<file path="config.mk">
export PLATFORM = sky130hd
export DESIGN_NAME = rvv_backend_alu_result_buffer
export DESIGN_NICKNAME = d
export VERILOG_FILES = /design/src/rtl/rvv_backend_alu_result_buffer.sv
export SDC_FILE = /design/constraint.sdc
export NUM_CORES = 1
export LEC_CHECK = 0
export BUFFER_PORTS_ARGS = -buffer_cell sky130_fd_sc_hd__buf_2
export CAP_MARGIN = 30
export CORE_AREA = 5 5 134 136
export CTS_CLUSTER_SIZE = 16
export DETAILED_ROUTE_END_ITERATION = 6
export DIE_AREA = 0 0 139 141
export HOLD_SLACK_MARGIN = 0.05
export PLACE_DENSITY_LB_ADDON = 0.1
export SKIP_CTS_REPAIR_TIMING = 1
export SYNTH_ARGS = -nofsm -noshare
export SYNTH_HDL_FRONTEND = slang
export SYNTH_SLANG_ARGS = --single-unit
</file>
<file path="constraint.sdc">
create_clock -name clk -period 3.4 [get_ports clk]
set_clock_uncertainty 0.2 [all_clocks]
set_input_delay 0.34 -clock clk [delete_from_list [all_inputs] [get_ports clk]]
set_output_delay 0.34 -clock clk [all_outputs]
set_load 0.02 [all_outputs]
</file>
<file path="src/rtl/rvv_backend_alu_result_buffer.sv">
// rtl/rvv_backend_alu_result_buffer.sv - in-order result buffer between the two ALU units and the ROB write port
// Accepts up to two results per cycle (port 0 older) and drains one per cycle to the ROB.

package rvv_alu_pkg;
    typedef struct packed {
        logic [3:0]  rob_entry;
        logic [31:0] w_data;
        logic [3:0]  w_valid;
        logic        vxsat;
        logic        ignore_vta;
        logic        ignore_vma;
    } ALU2ROB_t;
endpackage

module rvv_backend_alu_result_buffer
    import rvv_alu_pkg::*;
#(
    parameter int DEPTH = 4
) (
    input  logic                       clk,
    input  logic                       rst_n,
    input  logic                       trap_flush_rvv,
    input  logic [1:0]                 alu_result_valid,
    input  ALU2ROB_t                   alu_result [2],
    output logic [1:0]                 alu_result_ready,
    output logic                       rob_valid,
    output ALU2ROB_t                   rob_data,
    input  logic                       rob_ready,
    output logic [$clog2(DEPTH):0]     buf_count
);

    localparam int AW = $clog2(DEPTH);
    localparam int CW = AW + 1;

    ALU2ROB_t        mem_q [DEPTH];
    logic [AW-1:0]   wptr_q, wptr_d;
    logic [AW-1:0]   rptr_q, rptr_d;
    logic [CW-1:0]   count_q, count_d;
    logic [AW-1:0]   wptr_plus1;
    logic            push0, push1, pop;

    // Credit is derived from registered occupancy only, so a same-cycle pop never raises it.
    assign alu_result_ready[0] = (count_q <= CW'(DEPTH - 1));
    assign alu_result_ready[1] = (count_q <= CW'(DEPTH - 2));

    assign push0      = alu_result_valid[0] & alu_result_ready[0];
    assign push1      = alu_result_valid[1] & alu_result_ready[1];
    assign rob_valid  = (count_q != '0);
    assign pop        = rob_valid & rob_ready;
    assign rob_data   = mem_q[rptr_q];
    assign buf_count  = count_q;
    assign wptr_plus1 = wptr_q + AW'(1);

    always_comb begin
        wptr_d  = wptr_q + AW'(push0) + AW'(push1);
        rptr_d  = rptr_q + AW'(pop);
        count_d = count_q + CW'(push0) + CW'(push1) - CW'(pop);
        if (trap_flush_rvv) begin
            wptr_d  = '0;
            rptr_d  = '0;
            count_d = '0;
        end
    end

    always_ff @(posedge clk or negedge rst_n) begin
        if (!rst_n) begin
            wptr_q  <= '0;
            rptr_q  <= '0;
            count_q <= '0;
        end else begin
            wptr_q  <= wptr_d;
            rptr_q  <= rptr_d;
            count_q <= count_d;
        end
    end

    // A lone port-1 result takes the slot at wptr, keeping the storage dense.
    always_ff @(posedge clk or negedge rst_n) begin
        if (!rst_n) begin
            for (int i = 0; i < DEPTH; i++) begin
                mem_q[i] <= '0;
            end
        end else if (!trap_flush_rvv) begin
            if (push0) begin
                mem_q[wptr_q] <= alu_result[0];
            end
            if (push1) begin
                mem_q[push0 ? wptr_plus1 : wptr_q] <= alu_result[1];
            end
        end
    end

`ifdef ASSERT_ON
`ifndef RVV_EXPECT
`define RVV_EXPECT(cond) assert (cond) else $error
`endif
    always @(posedge clk) begin
        if (rst_n) begin
            `RVV_EXPECT(!(alu_result_valid[0] && !alu_result_ready[0]))
                ("ALU port0 result dropped without credit, rob_entry=%0d", alu_result[0].rob_entry);
            `RVV_EXPECT(!(alu_result_valid[1] && !alu_result_ready[1]))
                ("ALU port1 result dropped without credit, rob_entry=%0d", alu_result[1].rob_entry);
        end
    end
`endif

endmodule

</file>
==> Yosys cells after proc, flatten, opt, wreduce, memory -nomap -nowiden <==
Index checks and enable logic that the tools add are counted.
{ "classes": {"add_sub_neg": 7, "magnitude_cmp": 7, "muxes": 16, "bitwise_logic": 6, "n_reduce_logical": 3} }
{ "ops": {"columns": ["cell", "count"], "rows": [
  ["2-to-1 mux 172 bit", 3],
  ["bitwise mux 172 bit", 2],
  ["demux 43 bit (select 2 bit)", 2],
  ["2-to-1 mux 43 bit", 4],
  ["binary-select mux 43 bit (select 2 bit)", 1],
  ["greater-or-equal comparator 3 bit (second input constant)", 3],
  ["NOT 2 -> 3 bit", 3],
  ["adder 2 x 1 -> 2 bit", 3],
  ["adder 3 x 1 -> 3 bit", 2],
  ["less-or-equal comparator 3 x 2 -> 1 bit (second input constant)", 2],
  ["less-than comparator 3 x 1 -> 1 bit (second input constant)", 2],
  ["2-to-1 mux 2 bit", 3],
  ["bitwise AND 1 bit", 3],
  ["2-to-1 mux 3 bit", 1],
  ["nonzero test 3 bit", 1],
  ["subtractor 3 x 1 -> 3 bit", 1],
  ["adder 2 x 1 -> 2 bit (second input constant)", 1],
  ["logical AND 1 bit", 2]
]} }
{ "totals": {"reg_bits": 179, "input_bits": 92, "output_inout_bits": 49} }

==> Depth between registers and ports, before layout <==
Gate-level depths: netlist (run 1).
{ "depth": {"ltp_word": 10, "ltp_mapped": 11, "depth_no_buf": 11} }

==> Worst setup path after synthesis (run 1) <==
Ideal clock, no wire load.
{ "synth_path": {"kind": "register to register", "startpoint": "register count_q[2] (netlist: buf_count[2])", "endpoint": "register mem_q[84] (netlist bit)", "arrival_time_ps": 2345, "required_ps": 3089, "path_slack_ps": 743, "path_stages_with_launch": 10, "path_buffers": 3, "synth_period_minus_slack_ps": 2657, "path_cell_list": "dfrtp_1 > inv_1 > ha_1 > and3b_1 > clkbuf_2 > or3_1 > a221o_1 > buf_6 > buf_8 > a222oi_1"} }
{ "synth_between": {"elab_chain_len": 10} }
{ "synth_lines": {"columns": ["item", "line", "text"], "rows": [
  ["from (decl)", "38", "logic [CW-1:0] count_q, count_d;"],
  ["from (signal assigned)", "73", "count_q <= count_d;"],
  ["less-or-equal comparator 3 x 2 -> 1 bit", "43", "assign alu_result_ready[0] = (count_q <= CW'(DEPTH - 1));"],
  ["bitwise AND 1 bit", "46", "assign push0 = alu_result_valid[0] & alu_result_ready[0];"],
  ["2-to-1 mux 2 bit", "88", "mem_q[push0 ? wptr_plus1 : wptr_q] <= alu_result[1];"],
  ["NOT 2 -> 3 bit", "88", null],
  ["greater-or-equal comparator 3 bit (not written as such) or less-than comparator 3 x 1 -> 1 bit (tied branches)", "88", null],
  ["logical AND 1 bit (not written as such)", "88", null],
  ["2-to-1 mux 43 bit", "88", null],
  ["demux 43 bit (select 2 bit)", "88", null],
  ["bitwise mux 172 bit", "88", null],
  ["2-to-1 mux 172 bit *", "87", "if (push1) begin"],
  ["to (signal, indexed assignment)", "85", "mem_q[wptr_q] <= alu_result[0];"],
  ["to (signal, indexed assignment)", "88", null],
  ["to (decl)", "35", "ALU2ROB_t mem_q [DEPTH];"]
]} }
Mark *: on every way between the ends. The rest lies on a longest branch, timed or not. The select of a mux whose other input is x is not followed.
A chain may end at the register's enable or synchronous reset.

==> Worst setup path in the final report (run 1) <==
{ "layout_path": {"startpoint": "register wptr_q[1]", "endpoint": "register mem_q[15] (netlist bit)"} }
{ "layout_between": {"elab_chain_len": 10} }
{ "layout_lines": {"columns": ["item", "line", "text"], "rows": [
  ["from (decl)", "36", "logic [AW-1:0] wptr_q, wptr_d;"],
  ["from (signal assigned)", "71", "wptr_q <= wptr_d;"],
  ["parallel branches: the longest is 9 deep, another holds greater-or-equal comparator 3 bit", null, null],
  ["2-to-1 mux 172 bit *", "87", null]
]} }
Mark *: on every way between the ends. The select of a mux whose other input is x is not followed.

==> results of run 1 <==
==> cell usage after synthesis (4+ instances only) <==
cell,count
buf_2,8
clkbuf_1,37
inv_1,179
mux4_2,43
dfrtp_1,179
clkbuf_8,9
buf_6,8
nor2_1,94
dlygate4sd1_1,4
nand3_1,5
nor2b_1,5
buf_8,4
a222oi_1,172
a21oi_1,4
o211ai_1,6
nand2_1,4
ha_1,8
buf_1,4
==> cells by family after synthesis <==
| logic type | after synthesis |
|---|---|
| adder cells (fa/ha/maj) | 11 |
| flip-flops | 179 |
| XOR/XNOR | 3 |
| multiplexers | 43 |
| buffers and inverters | 257 |
| AO/OA/AOI/OAI | 194 |
| AND/OR/NAND/NOR | 116 |
==> metal layers <==
layer	vias to the layer above	part of all wire, %	global-route usage, %	wire [um]
met5	-	0	0	0
met4	0	1.7	8.03	468
met3	37	9.3	6.55	2620
met2	440	50	48.2	14100
met1	3992	39	39.2	11100
li1	3288	-	-	-
==> critical path: cells and delay by family, from the launching register on <==
family / cells / cell delay, ns
simple gates: 1 / 0.34
buf+inv: 2 / 0.46
compound gates: 3 / 0.97
fa+ha+maj: 1 / 0.41
flops: 1 / 0.45
==> report_power, final <==
| group | leakage [nW] | switching [mW] | internal [mW] |
|---|---|---|---|
| Clock | 0.321 | 0.844 | 1.35 |
| Sequential | 1.94 | 0.555 | 3.12 |
| Combinational | 2.86 | 2.91 | 2.21 |
| Total | 5.12 | 4.31 | 6.68 |
==> registers in the layout, summed over array words and instances (netlist names) <==
signal	flops
rptr_q	2
buf_count	3
mem_q	172
wptr_q	2
==> layout by cell type (no fill, tap or decap), types with 5 or more instances in the layout <==
| master | n |
|---|---|
| a222oi_1 | 172 |
| buf_2 | 139 |
| buf_4 | 29 |
| bufinv_16 | 5 |
| clkbuf_16 | 17 |
| dfrtp_1 | 177 |
| ha_1 | 8 |
| inv_1 | 179 |
| mux4_2 | 43 |
| nand3_1 | 5 |
| nor2_1 | 94 |
| nor2b_1 | 5 |
| o211ai_1 | 6 |
==> through the flow <==
stage	utilization [%]	instances	instance area (sq um)	hold WS (ns)
3_3_place_gp	59.8	1123	10100	0.154
2_1_floorplan	-	803	9220	-0.156
3_5_place_dp	60.0	1124	10100	0.158
4_1_cts	63.9	1156	10700	-0.310
6_report	64.0	1157	10800	0.114
5_1_grt	64.0	1157	10800	0.120
==> layout make-up <==
| class | instances | area [sq um] |
|---|---|---|
| repair buffers | 174 | 1020 |
| multi-input cells | 367 | 3630 |
| flip-flops and latches | 179 | 4480 |
| clock inverters | 12 | 203 |
| well taps | 225 | 282 |
| inverters | 180 | 676 |
| fillers | 1331 | 6060 |
| clock buffers | 20 | 457 |
==> path summary, 6_finish.rpt <==
| kind | end | slack [ns] | cells past startpoint |
|---|---|---|---|
| setup / recovery | mem_q[15]$_DFFE_PN0N_ | 0.43 | 7 |
| min in group asynchronous | mem_q[57]$_DFFE_PN0N_ | 0.24 | 2 |
| hold / removal | mem_q[79]$_DFFE_PN0N_ | 0.11 | 3 |
| max in group asynchronous | mem_q[23]$_DFFE_PN0N_ | 1.93 | 3 |
| hold reg to reg | mem_q[81]$_DFFE_PN0N_ | 0.35 | 2 |
| setup reg to reg | mem_q[15]$_DFFE_PN0N_ | 0.43 | 7 |
==> metrics.cfg, run 1 <==
[drt]
ant_nets = 0
drt-initial-drc-count = 1485
vias_per_cell = 6.70
wl_mm = 28.3
drc = 9
drtPass1Iterations = 7
vias = 7757
wire_per_inst_um = 24.4

[worst_setup_path]
critPathArrivalTime_ns = 3.08
required_ns = 3.52
crit_path_start = wptr_q[1]$_DFF_PN0_
path_cells = inv_1, ha_1, nor2b_1, o211ai_1, a221o_2, buf_4, a222oi_1
critPathMaxStageDelay_ns = 0.45
reg2reg_from = wptr_q[1]$_DFF_PN0_
crit_path_end_kind = flop
crit_fanout = 43
critPathKind = flop to flop
cp-start-kind = flop
cp_slowest_cell = dfrtp_1

[synthesis]
synth.avg_cell_area_sq_um = 11.5
yosys.area_share.simple_pct = 5.32
async_flop_share_pct = 100
synth_xor_area_share_pct = 0.285
yosysTopAreaCell = dfrtp_1
synth_top_cells_by_area = dfrtp_1 49%, a222oi_1 19%, mux4_2 11%
synth.net_count = 906
synth_top_family_by_area = compound AO/OA/AOI/OAI gates
yosys.area.top_type_share_pct = 48.6
synth_compound_area_share_pct = 20.5
synth_fa_ha_area_share_pct = 1.74
synth_ff_type = dfrtp_1
synth.distinct_cells = 40
ys_seq_area_share_pct = 48.6
synth_edf_count = 0
synthMuxAreaShare_pct = 10.5
netlist_area_sq_um = 9220
synth_seq_cells = 179
synth_cells = 803
ys_warn_count = 0

[floorplan]
start_util_pct = 54.8
core-area_sq_um = 16800
die_h_um = 141
die_width_um = 139
die-area_sq_um = 19600
ios = 141
row_count = 48

[global_route]
grt.overflow.total = 0
grt_pass1_vias = 8052
grt_pass1_wl_mm = 44.7
grt_use_total_pct = 29.1
grt_start_max_net_pins = 64
antenna_found_initial = 0

[timing]
rsz0062_at_grt = false
post-route-period-util_pct = 87.2
worst_pin_slew_ns = 0.670
finalHoldViolations = 0
post-route-min-period_ns = 2.97
fmax_ghz = 0.337
setup_ws_ns = 0.434
drv_slew = 0
final.setup.tns_ns = 0
max_slew_margin_pct = 55.3
finalSetupViolations = 0

[clocking]
cts_buffers = 17
htree_levels = 4
clkLatencyLatePin_ns = 0.44
cts.clk_slew.worst_paths_ns = 0.07
cts_num_sinks = 179
clockBufferDepth = 2
root_buffer = clkbuf_16
cts_tree = done

[min_path]
hp-class = primary input to flop
worstHoldStart = alu_result[36]

[outcome]
violations = design-rule violations
status = finished, violations left

[power]
power.total_mw = 11.0
p_leak_nw = 5.12
peakVddDrop_mv = 0.613
powerDensity_nw_per_um2 = 1020

[place]
dpl_worst_slack_ns = 0.450
numPortBuffers = 140
place_congestion = 0.847
dp_hpwl_mm = 16.4

[layout]
drive_gt1_share_pct = 28.5
antenna_cells = 0
area_growth_pct = 16.7
fin_nets = 1022

[run]
drv_cap = 0

No activity file was read; power rests on OpenSTA's default activity.
==> run 2, diff against run 1 <==
--- a/config.mk
+++ b/config.mk
@@ -7,10 +7,11 @@
 export LEC_CHECK = 0
 export BUFFER_PORTS_ARGS = -buffer_cell sky130_fd_sc_hd__buf_2
 export CAP_MARGIN = 30
-export CORE_AREA = 5 5 134 136
+export CORE_AREA = 5 5 140 142
+export CTS_CLUSTER_DIAMETER = 50
 export CTS_CLUSTER_SIZE = 16
 export DETAILED_ROUTE_END_ITERATION = 6
-export DIE_AREA = 0 0 139 141
+export DIE_AREA = 0 0 145 147
 export HOLD_SLACK_MARGIN = 0.05
 export PLACE_DENSITY_LB_ADDON = 0.1
 export SKIP_CTS_REPAIR_TIMING = 1
==> constraint.sdc (replaced) <==
create_clock -name clk -period 2.5 [get_ports clk]
set_clock_uncertainty 0.2 [all_clocks]
set_input_delay 0.25 -clock clk [delete_from_list [all_inputs] [get_ports clk]]
set_output_delay 0.25 -clock clk [all_outputs]
set_load 0.02 [all_outputs]
==> run 2 against run 1 <==
The flow finishes with violations (design-rule violations, negative setup slack). Via count grew 2.0%. Combinational power up 56%. Register-to-register slack got worse by 0.56 ns. Total power grew 42%. First-iteration DRC count shrank 1.4%. Critical path depth unchanged. Sequential power grew 35%. Global-route usage down 2.3 points. Critical path type unchanged.
==> metrics.cfg, run 2 (synthesized netlist as in run 1, its figures left out) <==
[outcome]
status = finished, violations left
violations = design-rule violations, negative setup slack

[timing]
fmax_ghz = 0.381  ; +13%
post-route-period-util_pct = 105  ; +18 points
finalSetupViolations = 43  ; +43
rsz0062_at_grt = true
final.setup.tns_ns = -1.21  ; -1.21 ns
drv_slew = 0  ; unchanged
setup_ws_ns = -0.122  ; -0.556 ns
fin_hold_ws_ns = 0.0272  ; -0.0869 ns
finalHoldViolations = 0  ; unchanged
max_slew_margin_pct = 50.4  ; -4.9 points
worst_pin_slew_ns = 0.744  ; +0.0740 ns
post-route-min-period_ns = 2.62  ; -0.344 ns

[clocking]
cts_tree = done
clockBufferDepth = 2  ; unchanged
clkLatencyLatePin_ns = 0.44  ; about the same
cts_buffers = 17  ; unchanged
cts_num_sinks = 179  ; unchanged
root_buffer = clkbuf_16
htree_levels = 4  ; unchanged
cts.clk_slew.worst_paths_ns = 0.07  ; about the same

[worst_setup_path]
critPathTopFamily = compound AO/OA/AOI/OAI gates
critPathArrivalTime_ns = 2.72  ; -0.36 ns
reg2reg_from = buf_count[2]$_DFF_PN0_
cp_slowest_cell = a221o_2
crit_path_start = buf_count[2]$_DFF_PN0_
cp-start-kind = flop
crit_fanout = 6  ; -86%
critPathMaxStageDelay_ns = 0.50  ; +0.05 ns
worstPathBufferInverterCount = 2  ; unchanged
path_cells = inv_2, ha_4, and3b_2, or3_1, a221o_2, buf_12, a222oi_1
critPathKind = flop to flop
crit_path_end_kind = flop
required_ns = 2.60  ; -0.92 ns

[power]
combinationalPowerShare_pct = 51.3  ; +4.7 points
internal_power_mw = 9.38  ; +40%
swShare_pct = 39.8  ; +0.62 points
power_frac_seq_pct = 31.9  ; -1.5 points
p_leak_nw = 5.40  ; +5.5%
p_switching_mw = 6.20  ; +44%
peakVddDrop_mv = 0.744  ; +21%
pwr-share-clk_pct = 16.8  ; -3.1 points
powerDensity_nw_per_um2 = 1360  ; +33%
power.total_mw = 15.6  ; +42%

[global_route]
grt_start_max_net_pins = 69  ; +7.8%
grt.overflow.total = 0  ; unchanged
grt_pass1_wl_mm = 45.8  ; +2.5%
antenna_found_initial = 1  ; +1
grt_use_total_pct = 26.8  ; -2.3 points
grt_pass1_vias = 8287  ; +2.9%

[place]
numPortBuffers = 140  ; unchanged
placed_area_sq_um = 10400  ; +3.5%
dpl_worst_slack_ns = -0.0393  ; -0.489 ns
placed_cells = 1152  ; +2.5%
place_congestion = 0.851  ; +0.48%
dp_hpwl_mm = 17.4  ; +6.1%

[min_path]
worstHoldStart = alu_result[33]
hp-class = primary input to flop

[layout]
finalInstanceArea_sq_um = 11500  ; +6.5%
ff_latch_area_sq_um = 4490  ; about the same
fin_nets = 1061  ; +3.8%
fill_cells = 1488  ; +12%
layout.cells.non_filler = 1205  ; +4.1%
multi_input_area_sq_um = 3720  ; +2.3%
final_cell_mix = 174 x inv_1, 174 x dfrtp_1, 172 x a222oi_1
area_growth_pct = 24.2
post-route-util_pct = 62.5  ; -1.5 points
drive_gt1_share_pct = 33.4  ; +4.8 points
antenna_cells = 0  ; unchanged
largest_reg_flops = 172  ; unchanged
largest_register = mem_q

[floorplan]
die_width_um = 145  ; +4.3%
ios = 141  ; unchanged
core-area_sq_um = 18300  ; +9.0%
die_h_um = 147  ; +4.3%
row_count = 50  ; +4.2%
die-area_sq_um = 21300  ; +8.8%
start_util_pct = 50.3  ; -4.5 points

[drt]
drc = 12  ; +3
wl_mm = 30.3  ; +7.4%
drt-initial-drc-count = 1464  ; -1.4%
wire_per_inst_um = 25.2  ; +3.1%
ant_nets = 0  ; unchanged
vias_per_cell = 6.57  ; -2.1%
vias = 7913  ; +2.0%
drtPass1Iterations = 7  ; unchanged

[run]
drv_cap = 0  ; unchanged

-- run 2: worst paths after layout --
kind / slack, ns / to / cells past startpoint
worst min register to register: 0.35 / mem_q[16]$_DFFE_PN0N_ / 2
worst max register to register: -0.12 / mem_q[67]$_DFFE_PN0N_ / 7
min in group asynchronous: 0.19 / mem_q[145]$_DFFE_PN0N_ / 2
worst min-delay path: 0.03 / mem_q[76]$_DFFE_PN0N_ / 3
max in group asynchronous: 1.18 / mem_q[9]$_DFFE_PN0N_ / 3
worst max-delay path: -0.12 / mem_q[67]$_DFFE_PN0N_ / 7
-- run 2: metal layers --
| layer | wire length (um) | global-route usage (%) | vias to the layer above |
|---|---|---|---|
| li1 | - | - | 3380 |
| met1 | 11700 | 35.9 | 3979 |
| met2 | 14900 | 43.9 | 498 |
| met3 | 3130 | 6.26 | 56 |
| met4 | 616 | 8.15 | 0 |
| met5 | 0 | 0 | - |
-- run 2: layout make-up --
class	instances	area share, %
clock inverters	10	0.874
repair buffers	213	14.8
flip-flops and latches	179	39.2
inverters	180	5.96
well taps	234	2.56
multi-input cells	367	32.5
clock buffers	22	4.14
-- run 2: worst min-delay path, stage by stage --
cell	delay [ns]
buf_2	0.07
nor2_1	0.06
a222oi_1	0.21
-- run 2: power groups by stage --
stage	Combinational [mW]	Sequential, mW	Clock (mW)
3_3_place_gp	7.21	4.89	0
3_5_place_dp	7.40	4.98	0
4_1_cts	7.41	4.94	2.64
6_report	8.00	4.97	2.61
2_1_floorplan	5.05	4.77	0
5_1_grt	8.55	5.12	2.76
